[src/rtl/trig_gate.sv]
// trig_gate: turns debounced rising events into timed trigger windows with
// programmable width, retrigger, gate-hold and holdoff, plus event counters.
module trig_gate #(
   parameter int W = 16,
   parameter int C = 16
) (
   input  logic         clk,
   input  logic         rstn,
   input  logic         db_level_i,
   input  logic         db_tick_i,
   input  logic         enable_i,
   input  logic         retrig_i,
   input  logic         gate_i,
   input  logic [W-1:0] width_i,
   input  logic [W-1:0] holdoff_i,
   input  logic         clear_i,
   output logic         trig_o,
   output logic         busy_o,
   output logic [C-1:0] event_cnt_o,
   output logic [C-1:0] missed_cnt_o
);
   typedef enum logic [1:0] {IDLE = 2'd0, ACTIVE = 2'd1, HOLDOFF = 2'd2} state_t;
   state_t       state_q, state_d;
   logic [W-1:0] cnt_q, cnt_d;
   logic         trig_q, trig_d, busy_q, busy_d;
   logic [C-1:0] ev_q, ev_d, miss_q, miss_d;
   logic         ev_inc, miss_inc;
   logic [W-1:0] wl_m1, ho_m1;
   assign wl_m1 = (width_i == '0) ? '0 : width_i - W'(1);
   assign ho_m1 = holdoff_i - W'(1);
   always_ff @(posedge clk) begin
      if (!rstn) begin
         state_q <= IDLE;
         cnt_q   <= '0;
         trig_q  <= 1'b0;
         busy_q  <= 1'b0;
         ev_q    <= '0;
         miss_q  <= '0;
      end else begin
         state_q <= state_d;
         cnt_q   <= cnt_d;
         trig_q  <= trig_d;
         busy_q  <= busy_d;
         ev_q    <= ev_d;
         miss_q  <= miss_d;
      end
   end
   // Retrigger reload is checked before the cnt==0 exit so it wins.
   always_comb begin
      state_d  = state_q;
      cnt_d    = cnt_q;
      ev_inc   = 1'b0;
      miss_inc = 1'b0;
      if (!enable_i) begin
         state_d = IDLE;
         cnt_d   = '0;
      end else begin
         case (state_q)
            IDLE: if (db_tick_i) begin
               state_d = ACTIVE;
               cnt_d   = wl_m1;
               ev_inc  = 1'b1;
            end
            ACTIVE: if (db_tick_i && retrig_i) begin
               cnt_d  = wl_m1;
               ev_inc = 1'b1;
            end else begin
               miss_inc = db_tick_i;
               if (cnt_q != '0) cnt_d = cnt_q - W'(1);
               else if (gate_i && db_level_i) cnt_d = '0;
               else if (holdoff_i != '0) begin
                  state_d = HOLDOFF;
                  cnt_d   = ho_m1;
               end else state_d = IDLE;
            end
            HOLDOFF: begin
               miss_inc = db_tick_i;
               if (cnt_q != '0) cnt_d = cnt_q - W'(1);
               else state_d = IDLE;
            end
            default: begin
               state_d = IDLE;
               cnt_d   = '0;
            end
         endcase
      end
   end
   always_comb begin
      trig_d = (state_d == ACTIVE);
      busy_d = (state_d != IDLE);
      ev_d   = clear_i ? '0 : (ev_inc && ev_q != '1) ? ev_q + C'(1) : ev_q;
      miss_d = clear_i ? '0 : (miss_inc && miss_q != '1) ? miss_q + C'(1) : miss_q;
   end
   assign trig_o       = trig_q;
   assign busy_o       = busy_q;
   assign event_cnt_o  = ev_q;
   assign missed_cnt_o = miss_q;
endmodule

[config.mk]
export PLATFORM = sky130hd
export DESIGN_NAME = trig_gate
export DESIGN_NICKNAME = d
export VERILOG_FILES = /design/src/rtl/trig_gate.sv
export SDC_FILE = /design/constraint.sdc
export NUM_CORES = 1
export LEC_CHECK = 0
export CAP_MARGIN = 20
export CORE_MARGIN = 10
export CORE_UTILIZATION = 53
export CTS_BUF_LIST = sky130_fd_sc_hd__clkbuf_16
export DETAILED_ROUTE_END_ITERATION = 8
export PLACE_DENSITY = 0.8
export SLEW_MARGIN = 20
export SYNTH_ARGS = -nofsm -noshare
export SYNTH_HDL_FRONTEND = slang
export SYNTH_SLANG_ARGS = --single-unit
[constraint.sdc]
create_clock -name clk -period 3.3 [get_ports clk]
set_input_delay 0.825 -clock clk [delete_from_list [all_inputs] [get_ports clk]]
set_output_delay 0.825 -clock clk [all_outputs]
set_load 0.005 [all_outputs]
==> results of run 1 <==
-- cell usage after synthesis, types with 4 or more instances --
library cell	instances	area share [%]
dfxtp_1	52	27
xnor2_1	33	7.6
nand4b_1	5	1.1
o211ai_1	5	0.98
nand3_1	21	2.7
ha_1	11	3.6
a22o_1	4	0.92
o22ai_1	10	1.6
clkbuf_1	9	0.88
mux2i_1	4	1.0
nor3b_1	6	1.2
nand3b_1	4	0.79
nor3_1	24	3.1
inv_1	17	1.7
nor4_1	12	2.0
or3_1	4	0.65
nand4_1	18	2.9
and3_1	11	1.8
nand2_1	37	3.6
a211oi_1	6	1.2
and4_1	5	1.1
nor2_1	58	5.7
xor2_1	31	7.1
nand2b_1	4	0.65
a21oi_1	16	2.1
o21ai_0	24	3.1
-- report_power, final --
part | internal [mW] | switching [mW]
clock network | 0.361 | 0.240
registers | 0.639 | 0.0196
logic | 0.186 | 0.227
total | 1.19 | 0.486
-- layout make-up --
cell class	instances	area, um^2
clock buffer	5	125
multi-input combinational	402	2640
sequential	52	1040
timing repair buffer	98	918
inverter	17	63.8
fill	572	1950
clock inverter	3	46.3
tap	96	120
-- worst max-delay path, delay by kind of cell --
kind	cells	cell delay (ns)
AND/OR/NAND/NOR	4	0.88
buffers and inverters	3	0.75
AO/OA/AOI/OAI	2	0.45
adder cells (fa/ha/maj)	1	0.25
-- registers in the layout, indices dropped and copies added (netlist names) --
register,flops
cnt_q,16
event_cnt_o,16
missed_cnt_o,16
state_q,2
busy_o,1
trig_o,1
-- layer usage --
| layer | vias up | share of wire (%) |
|---|---|---|
| li1 | 1951 | - |
| met1 | 1923 | 45 |
| met2 | 193 | 46 |
| met3 | 17 | 7.6 |
| met4 | 0 | 1.2 |
| met5 | - | 0 |
-- per-stage QoR --
stage | hold WS, ns | instance area, um^2 | power (mW) | instances | util (%)
finish | 0.530 | 4950 | 1.67 | 673 | 71.7
global route | 0.551 | 4950 | 1.74 | 673 | 71.7
CTS | 0.529 | 4950 | 1.67 | 673 | 71.7
detailed placement | 0.519 | 4780 | 1.07 | 665 | 69.3
global placement | 0.496 | 4780 | 1.07 | 665 | 69.3
floorplan | 0.474 | 3820 | 0.910 | 485 | -
-- worst paths after layout --
check	to	cells past startpoint	startpoint	slack [ns]
hold / removal	cnt_q[5]$_SDFFE_PN0P_	2	cnt_q[5]$_SDFFE_PN0P_	0.53
setup / recovery	cnt_q[7]$_SDFFE_PN0P_	10	holdoff_i[0]	0.35
setup reg to reg	missed_cnt_o[13]$_SDFFE_PP0P_	7	missed_cnt_o[0]$_SDFFE_PP0P_	0.84
hold reg to reg	cnt_q[5]$_SDFFE_PN0P_	2	cnt_q[5]$_SDFFE_PN0P_	0.53
-- placed cells by master, fill, tap and decap left out, types with 5 or more instances in the layout --
master and count:
and4_1 5, o21ai_0 24, nor3_1 24, nor3b_1 6, o211ai_1 5, clkbuf_16 5
dfxtp_1 52, o22ai_1 10, and3_1 11, a21oi_1 16, a211oi_1 6, nor4_1 12
clkdlybuf4s50_1 73, inv_1 17, nand3_1 21, xor2_1 31, ha_1 11, nand2_1 37
buf_4 25, nor2_1 58, nand4_1 18, nand4b_1 5, xnor2_1 33
-- logic make-up after synthesis --
group,Yosys count,synth area share (%)
adder cells (fa/ha/maj),11,3.60
AND/OR/NAND/NOR,231,33.5
XOR/XNOR,64,14.7
flip-flops,52,27.2
multiplexers,4,1.05
AO/OA/AOI/OAI,92,16.3
buffers and inverters,31,3.70
==> flow_summary.json, run 1 <==
{
  "cp-end-kind": "flop",
  "synth_area_um2": 3820,
  "synthFlopType": "dfxtp_1",
  "report.final.hold_viol_count": 0,
  "ctsHtreeMaxLevel": 2,
  "crit_fanout": 6,
  "place_congestion": 1.04,
  "synthArstFlopShare_pct": 0,
  "cts_hold_buf": 0,
  "drt_iter0_drc": 320,
  "cp_data_required_time_ns": 3.52,
  "p_per_area_nw_per_um2": 338,
  "grt_pass1_wl_um": 19200,
  "cts_tree": "built",
  "setup_viol": 0,
  "placementRows": 30,
  "die_x_um": 105,
  "critPathKind": "input port to flop",
  "synth_cells": 485,
  "cts_sinks": 52,
  "via_per_inst": 6.07,
  "cts.root.buffer_cell": "clkbuf_16",
  "use_met2_pct": 32.3,
  "antenna_left": 0,
  "portBuffers": 73,
  "worst_ep_arrival_time_ns": 3.17,
  "antennaDiodeCount": 0,
  "synth_warnings": 0,
  "slew_viol_final": 0,
  "crit_chain": "clkdlybuf4s50_1, inv_1, ha_1, nor3b_1, nand2_1, nor4_4, a21o_1, buf_4, nand2_1, a21oi_1",
  "grt-ovfl-total": 0,
  "use_met1_pct": 28.5,
  "die_y_um": 105,
  "hold_class": "flop to flop",
  "maxCapViolations": 0,
  "synth_edf_count": 0,
  "fin_crit_ns": 2.95,
  "wl_per_cell_um": 17.6,
  "start_util_pct": 55.3,
  "grt_max_degree": 33,
  "ys_ff_latch": 52,
  "antenna_found_initial": 0,
  "io_pins": 74,
  "clkTransAtPathRegs_ns": 0.07,
  "nNetsFinal": 627,
  "critPathLaunchType": "input port",
  "synth_fp_nets": 536,
  "crit_slowest_cell": "clkdlybuf4s50_1",
  "coreArea_um2": 6910,
  "run_status": "finished, final reports clean",
  "maxSlewHeadroom_pct": 32.6,
  "netlist-cell-type-count": 61,
  "vias": 4084,
  "rsz0062_at_grt": "false",
  "drc": 0,
  "cts_buffers": 5,
  "period_share_pct": 89.4,
  "critPathMaxStageDelay_ns": 0.44,
  "crit_top_cell": "nand2_1",
  "die-area_um2": 11000,
  "grt_usage_pct": 20.5,
  "clockBufferDepth": 2,
  "grt_pass1_vias": 3776,
  "ctsResizeCount": 0,
  "tightest_slew_ns": 1.01,
  "finClkSkew_ns": 0.00479,
  "yosysSeqAreaShare_pct": 27.2,
  "wl_um": 11900,
  "cts_setup_buffers": 0,
  "top_usage_layer": "met2",
  "clock.fmax_mhz": 339,
  "finalWorstSetupSlack_ns": 0.349,
  "dr.pass1.iters": 5,
  "hpwl_um": 9480,
  "insertion_delay_ns": 0.29,
  "dp_slack_ns": 0.136,
  "vdd_drop_max_mv": 0.310,
  "leakagePower_nw": 1.73,
  "syn_avg_cell_area_um2": 7.88,
  "tns_ns": 0,
  "use_met3_pct": 3.44,
  "drive_above_1_share_pct": 8.67,
  "area.growth.synth_to_final_pct": 29.6
}
No activity file was read; power rests on OpenSTA's default activity.
==> run 2, diff against run 1 <==
Settings changed: CELL_PAD_IN_SITES_DETAIL_PLACEMENT set to 0, CELL_PAD_IN_SITES_GLOBAL_PLACEMENT set to 2, CORE_UTILIZATION 53 to 30, PLACE_DENSITY 0.8 to 0.79.
==> flow_summary.json, run 2 (same netlist as run 1, synthesis figures left out) <==
{
  "cts_hold_buf": 0,
  "tns_ns": 0,
  "grt_max_degree": 33,
  "final_common_cell": "clkdlybuf4s50_1",
  "grt_pass1_wl_um": 20300,
  "intPower_mw": 1.11,
  "hold_class": "flop to flop",
  "drc": 0,
  "portBuffers": 73,
  "clockBufferDepth": 2,
  "drive_above_1_share_pct": 9.14,
  "switching_share_pct": 30.4,
  "grt_pass1_vias": 3867,
  "reg2reg_to": "cnt_q[2]$_SDFFE_PN0P_",
  "cp_data_required_time_ns": 3.49,
  "period_share_pct": 88.3,
  "multi_input_area_um2": 2640,
  "fin_crit_ns": 2.91,
  "maxSlewHeadroom_pct": 58.9,
  "placementRows": 41,
  "min_to": "cnt_q[5]$_SDFFE_PN0P_",
  "rsz0062_at_grt": "false",
  "ctsResizeCount": 0,
  "critPathKind": "input port to flop",
  "vias": 4002,
  "cts_buffers": 5,
  "layout_common_cells": "clkdlybuf4s50_1 (73), nor2_1 (58), dfxtp_1 (52)",
  "cts_sinks": 52,
  "die_x_um": 133,
  "clock.fmax_mhz": 343,
  "crit_fanout": 4,
  "maxCapViolations": 0,
  "cp-end-kind": "flop",
  "wl_um": 12400,
  "slew_viol_final": 0,
  "r2r_slack_ns": 0.80,
  "grt-ovfl-total": 0,
  "finClkSkew_ns": 0.00950,
  "cts_tree": "built",
  "reg2reg_from": "cnt_q[6]$_SDFFE_PN0P_",
  "io_pins": 74,
  "antennaDiodeCount": 0,
  "drt_iter0_drc": 325,
  "antenna_left": 0,
  "p_per_area_nw_per_um2": 316,
  "dp_slack_ns": 0.114,
  "seqCellArea_um2": 1040,
  "fillers": 1332,
  "place_congestion": 0.889,
  "hpwl_um": 9950,
  "dr.pass1.iters": 7,
  "vdd_drop_max_mv": 0.202,
  "insertion_delay_ns": 0.29,
  "worst_ep_arrival_time_ns": 3.10,
  "via_per_inst": 5.32,
  "critPathLaunchType": "input port",
  "seqPwrFrac_pct": 41.3,
  "hold_path_depth": 2,
  "run_status": "finished, final reports clean",
  "hp-start": "cnt_q[5]$_SDFFE_PN0P_",
  "area.growth.synth_to_final_pct": 32.0,
  "ctsHtreeMaxLevel": 2,
  "finalWorstSetupSlack_ns": 0.386,
  "wl_per_cell_um": 16.5,
  "pwr-share-clk_pct": 32.3,
  "r2r_cells": 7,
  "grt_usage_pct": 13.7,
  "leakagePower_nw": 1.74,
  "antenna_found_initial": 0,
  "nNetsFinal": 630,
  "cts.root.buffer_cell": "clkbuf_16",
  "coreArea_um2": 12600,
  "setup_viol": 0,
  "cts_setup_buffers": 0,
  "report.final.hold_viol_count": 0,
  "comb_power_share_pct": 26.4,
  "p_sw_mw": 0.484,
  "die_y_um": 133,
  "tightest_slew_ns": 0.612,
  "die-area_um2": 17700,
  "clkTransAtPathRegs_ns": 0.07,
  "start_util_pct": 30.4
}
[run 2: changes by cell type in the layout (fill, tap and decap cells not counted), sizes merged]
| cell | delta |
|---|---|
| bufinv | -1 |
| clkinvlp | -1 |
| clkinv | +3 |
| buf | +3 |
| inv | -1 |
[run 2: critical path: stages]
cell and delay (ns):
clkdlybuf4s50_1 0.45, inv_1 0.09, ha_1 0.22, or4b_2 0.65
nor3_1 0.21, xnor2_1 0.15, a2bb2oi_1 0.19, o21ai_0 0.13
a22o_1 0.19
[run 2: how the worst max path moves through the flow]
stage            startpoint                     end  depth (start not counted)
3_5_place_dp     width_i[1]  cnt_q[10]$_SDFFE_PN0P_                          9
2_1_floorplan    width_i[0]  cnt_q[10]$_SDFFE_PN0P_                          8
5_1_grt        holdoff_i[0]   cnt_q[6]$_SDFFE_PN0P_                         10
4_1_cts        holdoff_i[0]   cnt_q[2]$_SDFFE_PN0P_                         10
6_report         width_i[1]  cnt_q[10]$_SDFFE_PN0P_                          9
3_3_place_gp   holdoff_i[0]   cnt_q[6]$_SDFFE_PN0P_                         10
[run 2: stage by stage]
stage	instances	instance area [um^2]	util [%]	hold slack [ns]	power, mW
after floorplan	485	3820	-	0.474	0.910
after global placement	744	4900	39.0	0.500	1.09
after detailed placement	744	4900	39.0	0.513	1.09
after CTS	752	5040	40.1	0.529	1.60
after global routing	752	5040	40.1	0.547	1.67
final	752	5040	40.1	0.524	1.59
[run 2: power by group through the flow]
stage	sequential (mW)	combinational, mW	clock, mW
global route	0.660	0.457	0.556
detailed placement	0.672	0.413	0
finish	0.658	0.420	0.514
floorplan	0.665	0.245	0
global placement	0.672	0.417	0
CTS	0.658	0.415	0.530
[run 2: routing by layer]
layer / up-vias / wire length (um) / GRT usage [%] / part of all wire, %
met2: 126 / 5800 / 22.0 / 47
met3: 21 / 717 / 2.65 / 5.8
li1: 1962 / - / - / -
met1: 1893 / 5650 / 18.3 / 46
met4: 0 / 211 / 3.24 / 1.7
met5: - / 0 / 0 / 0
[run 2: final cells by class]
class,count,area share [%]
flip-flops and latches,52,20.6
clock buffers,5,2.48
multi-input cells,402,52.3
clock inverters,3,0.372
inverters,17,1.26
repair buffers,101,18.7
well taps,172,4.27
==> run 3, diff against run 2 <==
Settings changed: CORE_ASPECT_RATIO set to 0.7, CTS_CLUSTER_DIAMETER set to 100.
==> flow_summary.json, run 3 (same netlist as run 1, synthesis figures left out) <==
{
  "run_status": "finished, final reports clean",
  "io_pins": 74,
  "ctsHtreeMaxLevel": 2,
  "placementRows": 34,
  "crit_fanout": 3,
  "drc": 0,
  "cts_hold_buf": 0,
  "cp_data_required_time_ns": 3.46,
  "crit_path_start": "width_i[1]",
  "cts_tree": "built",
  "pwr-share-clk_pct": 41.4,
  "critPathKind": "input port to flop",
  "via_per_inst": 5.37,
  "clkTransAtPathRegs_ns": 0.08,
  "reg2reg_from": "cnt_q[11]$_SDFFE_PN0P_",
  "switching_share_pct": 27.4,
  "endpoint": "cnt_q[0]$_SDFFE_PN0P_",
  "report.final.hold_viol_count": 0,
  "drive_above_1_share_pct": 8.98,
  "hpwl_um": 10700,
  "cp-end-kind": "flop",
  "r2r_cells": 7,
  "die-area_um2": 17700,
  "comb_power_share_pct": 22.8,
  "intPower_mw": 1.34,
  "tns_ns": 0,
  "tightest_slew_ns": 0.606,
  "reg2reg_to": "cnt_q[5]$_SDFFE_PN0P_",
  "critPathLaunchType": "input port",
  "worst_ep_arrival_time_ns": 3.15,
  "vias": 3977,
  "rsz0062_at_grt": "false",
  "ctsResizeCount": 0,
  "p_per_area_nw_per_um2": 361,
  "p_sw_mw": 0.505,
  "start_util_pct": 30.7,
  "slew_viol_final": 0,
  "maxSlewHeadroom_pct": 59.3,
  "area.growth.synth_to_final_pct": 33.3,
  "cts_setup_buffers": 0,
  "antenna_left": 0,
  "antennaDiodeCount": 0,
  "die_y_um": 114,
  "grt_pass1_wl_um": 21200,
  "vdd_drop_max_mv": 0.259,
  "drt_iter0_drc": 269,
  "finalWorstSetupSlack_ns": 0.318,
  "antenna_found_initial": 0,
  "grt_pass1_vias": 3812,
  "cts_buffers": 5,
  "dr.pass1.iters": 4,
  "final_core_util_pct": 40.9,
  "clockBufferDepth": 2,
  "grt_usage_pct": 14.7,
  "maxCapViolations": 0,
  "nNetsFinal": 629,
  "clock.fmax_mhz": 335,
  "grt-ovfl-total": 0,
  "portBuffers": 73,
  "r2r_slack_ns": 0.82,
  "fin_crit_ns": 2.98,
  "seqPwrFrac_pct": 35.8,
  "finClkSkew_ns": 0.00631,
  "total_power_mw": 1.84,
  "layout_common_cells": "clkdlybuf4s50_1 (73), nor2_1 (58), dfxtp_1 (52)",
  "leakagePower_nw": 1.76,
  "insertion_delay_ns": 0.29,
  "grt_max_degree": 33,
  "die_x_um": 155,
  "wl_um": 13400,
  "final_common_cell": "clkdlybuf4s50_1",
  "dp_slack_ns": 0.123,
  "hold_class": "flop to flop",
  "coreArea_um2": 12500,
  "wl_per_cell_um": 18.0,
  "place_congestion": 0.916,
  "period_share_pct": 90.4,
  "setup_viol": 0,
  "cts.root.buffer_cell": "clkbuf_16",
  "cts_sinks": 52
}
-- run 3: changes by cell type in the layout (fill, tap and decap cells not counted) --
cell / change
clkinv_2: -2
clkinv_4: -1
buf_4: -1
bufinv_16: +3
-- run 3: area by class of cell --
cell class | instances | area, um^2
fill | 1275 | 7370
inverter | 17 | 63.8
clock buffer | 5 | 125
tap | 162 | 203
clock inverter | 3 | 90.1
multi-input combinational | 402 | 2640
sequential | 52 | 1040
timing repair buffer | 100 | 933
-- run 3: layer usage --
metal	wire length [um]	global-route usage [%]
met1	6720	21.9
met2	5360	20.2
met3	1240	4.62
met4	44	1.82
met5	0	0
-- run 3: how the worst min path moves through the flow --
stage | start | endpoint | slack (ns) | depth (start not counted)
after floorplan | cnt_q[1]$_SDFFE_PN0P_ | cnt_q[1]$_SDFFE_PN0P_ | 0.47 | 1
after global placement | cnt_q[5]$_SDFFE_PN0P_ | cnt_q[5]$_SDFFE_PN0P_ | 0.50 | 2
after detailed placement | cnt_q[1]$_SDFFE_PN0P_ | cnt_q[1]$_SDFFE_PN0P_ | 0.51 | 1
after CTS | cnt_q[1]$_SDFFE_PN0P_ | cnt_q[1]$_SDFFE_PN0P_ | 0.53 | 1
after global routing | cnt_q[1]$_SDFFE_PN0P_ | cnt_q[1]$_SDFFE_PN0P_ | 0.55 | 1
final | cnt_q[1]$_SDFFE_PN0P_ | cnt_q[1]$_SDFFE_PN0P_ | 0.53 | 1
-- run 3: per-stage QoR --
step / instance area [um^2] / instances / hold slack [ns]
finish: 5100 / 741 / 0.529
global route: 5100 / 741 / 0.552
CTS: 5100 / 741 / 0.528
detailed placement: 4880 / 733 / 0.510
global placement: 4880 / 733 / 0.499
floorplan: 3820 / 485 / 0.474
-- run 3: worst max-delay path, stage by stage --
cell and delay (ns):
clkdlybuf4s50_1 0.44, inv_1 0.09, ha_1 0.18, nor4b_1 0.39, nand4_1 0.30, and3_1 0.28, o21a_1 0.17, a211oi_1 0.33
o22ai_1 0.13
-- run 3: power by group through the flow --
stage / Combinational, mW / Sequential [mW] / Clock [mW]
2_1_floorplan: 0.245 / 0.665 / 0
3_3_place_gp: 0.414 / 0.673 / 0
3_5_place_dp: 0.412 / 0.673 / 0
4_1_cts: 0.415 / 0.658 / 0.778
5_1_grt: 0.456 / 0.661 / 0.799
6_report: 0.420 / 0.659 / 0.762
